[src/rtl/atm_session_ctrl.sv]
// ATM session sequencer: steers user_input through account, password, menu,
// currency and destination fields, drives authentication/ledger requests and
// enforces the retry lockout and the inactivity timeout.
module atm_session_ctrl #(
  parameter int MAX_TRIES      = 3,
  parameter int LOCK_CYCLES    = 1000,
  parameter int TIMEOUT_CYCLES = 100000
) (
  input  logic        clk,
  input  logic        rst_n,
  input  logic        entry_valid,
  input  logic [3:0]  status_code_in,
  input  logic [1:0]  usr_input_in,
  input  logic        auth_ok,
  input  logic        auth_fail,
  input  logic        txn_done,
  input  logic        txn_err,
  output logic [15:0] current_state,
  output logic [3:0]  input_style_out,
  output logic        auth_req,
  output logic        txn_req,
  output logic [1:0]  txn_type,
  output logic        session_active,
  output logic        locked,
  output logic [3:0]  err_code
);

  typedef enum logic [15:0] {
    ST_ACCT = 16'h0001,
    ST_PSWD = 16'h0002,
    ST_AUTH = 16'h0004,
    ST_MENU = 16'h0008,
    ST_CURR = 16'h0010,
    ST_DEST = 16'h0020,
    ST_EXEC = 16'h0040,
    ST_LOCK = 16'h0080
  } state_e;

  localparam int TW = $clog2(TIMEOUT_CYCLES + 1);
  localparam int LW = $clog2(LOCK_CYCLES + 1);
  localparam logic [TW-1:0] TMO_LAST  = TW'(TIMEOUT_CYCLES - 1);
  localparam logic [TW-1:0] TMO_ONE   = TW'(1);
  localparam logic [LW-1:0] LOCK_LAST = LW'(LOCK_CYCLES - 1);
  localparam logic [LW-1:0] LOCK_ONE  = LW'(1);
  localparam logic [2:0]    MAX_T     = 3'(MAX_TRIES);

  // Field format selector presented to user_input for each state.
  function automatic logic [3:0] style_of(input state_e s);
    case (s)
      ST_ACCT: style_of = 4'b0010;
      ST_PSWD: style_of = 4'b0011;
      ST_MENU: style_of = 4'b0100;
      ST_CURR: style_of = 4'b0101;
      ST_DEST: style_of = 4'b0110;
      default: style_of = 4'b0000;
    endcase
  endfunction

  state_e          state_q, state_d;
  logic [3:0]      style_q;
  logic            auth_req_q, txn_req_q, active_q, locked_q;
  logic [1:0]      txn_type_q, txn_type_d;
  logic [3:0]      err_q, err_d;
  logic [2:0]      att_q, att_d, att_inc;
  logic [TW-1:0]   tmo_q, tmo_d;
  logic [LW-1:0]   lock_q, lock_d;
  logic            is_entry, accept, reject, tmo_hit;

  // Next-state, error, attempt, timeout and lock-counter computation.
  always_comb begin
    state_d    = state_q;
    err_d      = err_q;
    att_d      = att_q;
    txn_type_d = txn_type_q;
    lock_d     = {LW{1'b0}};
    att_inc    = (att_q == 3'd7) ? 3'd7 : (att_q + 3'd1);
    is_entry   = (state_q == ST_ACCT) || (state_q == ST_PSWD) || (state_q == ST_MENU) ||
                 (state_q == ST_CURR) || (state_q == ST_DEST);
    accept     = is_entry && entry_valid && (status_code_in == 4'h0);
    reject     = is_entry && entry_valid && (status_code_in != 4'h0);
    tmo_hit    = is_entry && !entry_valid && (tmo_q == TMO_LAST);

    if (accept) begin
      err_d = 4'h0;
    end else if (reject) begin
      err_d = status_code_in;
    end else begin
      err_d = err_q;
    end

    case (state_q)
      ST_ACCT: state_d = accept ? ST_PSWD : ST_ACCT;
      ST_PSWD: state_d = accept ? ST_AUTH : ST_PSWD;
      ST_AUTH: begin
        // A simultaneous ok/fail is resolved as a failure.
        if (auth_fail) begin
          att_d   = att_inc;
          err_d   = 4'hA;
          state_d = (att_inc == MAX_T) ? ST_LOCK : ST_ACCT;
        end else if (auth_ok) begin
          att_d   = 3'd0;
          state_d = ST_MENU;
        end else begin
          state_d = ST_AUTH;
        end
      end
      ST_MENU: begin
        if (accept) begin
          case (usr_input_in)
            2'b00: begin txn_type_d = 2'b00; state_d = ST_EXEC; end
            2'b01: begin txn_type_d = 2'b01; state_d = ST_CURR; end
            2'b10: begin txn_type_d = 2'b10; state_d = ST_CURR; end
            default: state_d = ST_ACCT;
          endcase
        end else begin
          state_d = ST_MENU;
        end
      end
      ST_CURR: begin
        if (accept) begin
          state_d = (txn_type_q == 2'b10) ? ST_DEST : ST_EXEC;
        end else begin
          state_d = ST_CURR;
        end
      end
      ST_DEST: state_d = accept ? ST_EXEC : ST_DEST;
      ST_EXEC: begin
        if (txn_done) begin
          state_d = ST_MENU;
          err_d   = txn_err ? 4'hE : err_q;
        end else begin
          state_d = ST_EXEC;
        end
      end
      ST_LOCK: begin
        if (lock_q == LOCK_LAST) begin
          state_d = ST_ACCT;
          att_d   = 3'd0;
        end else begin
          lock_d  = lock_q + LOCK_ONE;
        end
      end
      default: state_d = ST_ACCT;
    endcase

    // Idle timeout aborts the session; a same-cycle entry suppresses it.
    if (tmo_hit) begin
      state_d = ST_ACCT;
      err_d   = 4'hF;
    end else begin
      state_d = state_d;
    end

    if (!is_entry || entry_valid || tmo_hit || (state_d != state_q)) begin
      tmo_d = {TW{1'b0}};
    end else begin
      tmo_d = tmo_q + TMO_ONE;
    end
  end

  // State, counters and all outputs, registered from the next-state values.
  always_ff @(posedge clk or negedge rst_n) begin
    if (!rst_n) begin
      state_q    <= ST_ACCT;
      style_q    <= 4'b0010;
      auth_req_q <= 1'b0;
      txn_req_q  <= 1'b0;
      active_q   <= 1'b0;
      locked_q   <= 1'b0;
      txn_type_q <= 2'b00;
      err_q      <= 4'h0;
      att_q      <= 3'd0;
      tmo_q      <= {TW{1'b0}};
      lock_q     <= {LW{1'b0}};
    end else begin
      state_q    <= state_d;
      style_q    <= style_of(state_d);
      auth_req_q <= (state_d == ST_AUTH);
      txn_req_q  <= (state_d == ST_EXEC);
      active_q   <= (state_d == ST_MENU) || (state_d == ST_CURR) ||
                    (state_d == ST_DEST) || (state_d == ST_EXEC);
      locked_q   <= (state_d == ST_LOCK);
      txn_type_q <= txn_type_d;
      err_q      <= err_d;
      att_q      <= att_d;
      tmo_q      <= tmo_d;
      lock_q     <= lock_d;
    end
  end

  assign current_state   = state_q;
  assign input_style_out = style_q;
  assign auth_req        = auth_req_q;
  assign txn_req         = txn_req_q;
  assign txn_type        = txn_type_q;
  assign session_active  = active_q;
  assign locked          = locked_q;
  assign err_code        = err_q;

endmodule

[config.mk]
export PLATFORM = sky130hd
export DESIGN_NAME = atm_session_ctrl
export DESIGN_NICKNAME = d
export VERILOG_FILES = /design/src/rtl/atm_session_ctrl.sv
export SDC_FILE = /design/constraint.sdc
export NUM_CORES = 1
export LEC_CHECK = 0
export BUFFER_PORTS_ARGS = -buffer_cell sky130_fd_sc_hd__buf_2
export CAP_MARGIN = 20
export CORE_AREA = 5 5 85 87
export DETAILED_ROUTE_END_ITERATION = 10
export DIE_AREA = 0 0 90 92
export HOLD_SLACK_MARGIN = 0.12
export PLACE_DENSITY = 0.76
export SLEW_MARGIN = 20
export SYNTH_ARGS = -nofsm -noshare
export SYNTH_HDL_FRONTEND = slang
export SYNTH_SLANG_ARGS = --single-unit
[constraint.sdc]
create_clock -name clk -period 2.7 [get_ports clk]
set_clock_uncertainty 0.2 [all_clocks]
set_input_delay 0.405 -clock clk [delete_from_list [all_inputs] [get_ports clk]]
set_output_delay 0.405 -clock clk [all_outputs]
set_load 0.01 [all_outputs]
==> key figures <==
Clock network
  • CTS tree: yes
  • Clk Tree Root Cell: clkbuf_8
  • Clock sink count: 59
  • Num CTS Buffers: 9
  • Clock Path Buffers: 2
  • Clock-pin slew on the worst setup and hold paths: 0.07 ns
  • H-tree Lvls: 3
  • Clock latency on the worst-skew pair: about 0.35 ns

Routing
  • Residual DRC count: 0
  • Routed wire per std cell: 16.6 um
  • 1st-iter DRT viols: just under 200
  • Routed via count: 2641
  • Post-detailed-routing wire length: 7760 um
  • Vias per inst: 5.64
  • DRT Pass-1 Iters: 4
  • DRT antenna net count: 0

Worst setup path
  • CP Data Required Time: roughly 2.8 ns
  • Launch point of the worst path: current_state[0]
  • Arr. time, crit path: 2.75 ns
  • Worst r2r src: current_state[0]
  • Critical path class: flip-flop to flip-flop
  • Startpoint Class: flip-flop
  • Crit path capture type: flip-flop
  • Worst Path Max Fanout: 8

Synthesis
  • Ys flop type: dfrtp_1
  • Top post-synthesis cells by area: dfrtp_1 (45%), nor2_1 (4.6%), xor2_1 (3.6%)
  • Most common cell in the synthesized netlist: dfrtp_1
  • Largest family of logic cells by synthesized area: simple AND/OR/NAND/NOR gates
  • FF+latch count, synth: slightly below 60
  • Syn. warnings: 0
  • Synth top area share: 0.445
  • Post-synth EDFFs: 0
  • Post-Syn Area per Cell: 10.5 sq um
  • Post-Synth Simple-Gate Area: 0.255
  • Synth unique cells: 65
  • XOR/XNOR Fraction of Synth Area: 0.0547
  • Synth Area in Compound Gates: 0.133
  • Post-Synth Adder-Cell Area: 0.0274
  • Synth area leader: dfrtp_1
  • Syn Inst Count: around 300
  • Mapped cell area: around 3200 sq um
  • Sequential fraction of the synthesis area: 0.462
  • Multiplexer share of the synthesized area: 0.0379
  • Most frequent cells after synthesis: dfrtp_1 (57), nor2_1 (39), nand2_1 (24), nand3_1 (13), xor2_1 (13)
  • Async S/R FF share, synth: 1.00

Timing
  • Setup violators final: 0
  • Hold Slack: 0.190 ns
  • Fin crit share: 0.993
  • Setup TNS: 0 ns
  • Max Fclk: 373 MHz
  • Hold Fails Final Rpt: 0
  • Crit path time final: 2.68 ns
  • Setup ws final: 0.0185 ns
  • Slew margin rel.: 0.510
  • Slew @ Worst Pin: approximately 0.74 ns
  • Slew Limit Fails: 0

Power
  • PwrDens: 454 nW/um^2
  • Peak supply drop: between 0.3 and 0.4 mV
  • Total power: 1.79 mW
  • Lkg Pwr: approximately 1.8 nW

Global routing
  • Largest net degree at the start of global routing: 60
  • First-pass GRT wire length: around 13000 um
  • Vias in the first global route: 2667
  • Initial antenna violation count: 0
  • Total grt overflow: 0
  • GRT Total Usage: 0.191

Placement
  • Placer Congestion: between 0.9 and 1
  • Pre-CTS WS: 0.0440 ns
  • DPL Wire Length: 5380 um
  • Placed Area: 3590 sq um
  • DP Cell Count: 438
  • Port bufs: 41

Hold path
  • HP Start: auth_fail
  • Hold WC Path Type: input port to flip-flop

Die
  • Die Footprint: 8280 sq um
  • Initial Util: 0.510
  • Die Y: 92 um
  • Die X-Extent: 90 um
  • FP Rows: 29
  • IO Pins: 43
  • Core Region: 6280 sq um

Layout
  • Layout cells sized above 1: 0.297
  • Area Growth Syn to Fin: 23.2%
  • Layout Utilization: 0.628
  • Fin nets: 406
  • Final instance area: 3950 sq um
  • Filler Cells Inserted: 514
  • N_diodes: 0
  • Final Non-Filler Cells: approximately 470

Outcome
  • Outcome: finished clean

Flow run
  • Max Cap Viol: 0
==> power breakdown <==
part / switching, mW / internal [mW] / leakage, nW / total [mW]
sequential: 0.00927 / 0.896 / 0.785 / 0.905
clock: 0.354 / 0.449 / 0.0974 / 0.804
combinational: 0.0502 / 0.0301 / 0.887 / 0.0803
total: 0.414 / 1.38 / 1.77 / 1.79
==> layout by cell type (no fill, tap or decap), drive strengths merged, types with 8 or more instances in the layout <==
| master | synthesis | final |
|---|---|---|
| nor2 | 40 | 40 |
| nor4 | 8 | 8 |
| nand2 | 24 | 24 |
| inv | 9 | 9 |
| clkbuf | 4 | 13 |
| nor4b | 8 | 8 |
| xor2 | 13 | 13 |
| buf | 6 | 68 |
| nor3 | 9 | 9 |
| nand3 | 13 | 13 |
| nand4 | 8 | 8 |
| conb | 1 | 9 |
| and3 | 8 | 8 |
| dfrtp | 57 | 57 |
| a21oi | 10 | 10 |
==> final timing paths <==
path | to | slack [ns] | cells past startpoint
setup / recovery | input_style_out[1] | 0.02 | 9
hold / removal | locked | 0.19 | 3
setup reg to reg | input_style_out[1] | 0.02 | 9
hold reg to reg | tmo_q[0] | 0.28 | 1
max in group asynchronous | current_state[2] | 1.24 | 3
min in group asynchronous | current_state[13] | 0.54 | 3
==> area by class of cell <==
type,instances,area (sq um),area share
multi-input cells,236,1700,0.432
repair buffers,71,438,0.111
well taps,77,96.3,0.0244
clock inverters,3,40.0,0.0101
flip-flops and latches,59,1480,0.376
clock buffers,13,149,0.0377
inverters,9,33.8,0.00856
==> flip-flops by register name (all words and copies together), names as in the netlist <==
| name | flops |
|---|---|
| current_state | 16 |
| session_active | 1 |
| lock_q | 10 |
| err_code | 4 |
| locked | 1 |
| txn_type | 2 |
| input_style_out | 3 |
| auth_req | 1 |
| tmo_q | 17 |
| att_q | 3 |
| txn_req | 1 |
==> metal layers <==
metal,track usage,wire length (um),vias up
met3,0.0622,522,30
met4,0.0993,228,0
met1,0.238,3350,1263
met2,0.298,3670,94
li1,-,-,1254
met5,0,0,-
==> logic make-up after synthesis <==
kind of cell / count (synthesis)
compound gates: 47
buf+inv: 19
xor+xnor: 20
other cells: 1
flops: 59
mux: 11
fa+ha+maj: 7
simple gates: 142
==> worst max-delay path, stage by stage, from the launching register on <==
cell	delay, ns
dfstp_2	0.40
buf_4	0.15
nor4_4	0.33
mux2i_4	0.18
buf_4	0.18
a2111oi_4	0.43
a211oi_4	0.05
buf_4	0.18
nor2b_2	0.18
a311o_1	0.32
==> repair_timing <==
| item | CTS | global route |
|---|---|---|
| hold buffers | 3 | 0 |
| endpoints found under the hold margin | 59 | 0 |
| setup endpoints to repair | 0 | 5 |
| setup buffers | 0 | 11 |
| gates resized for setup | 0 | 10 |
No activity file was read; power rests on OpenSTA's default activity.
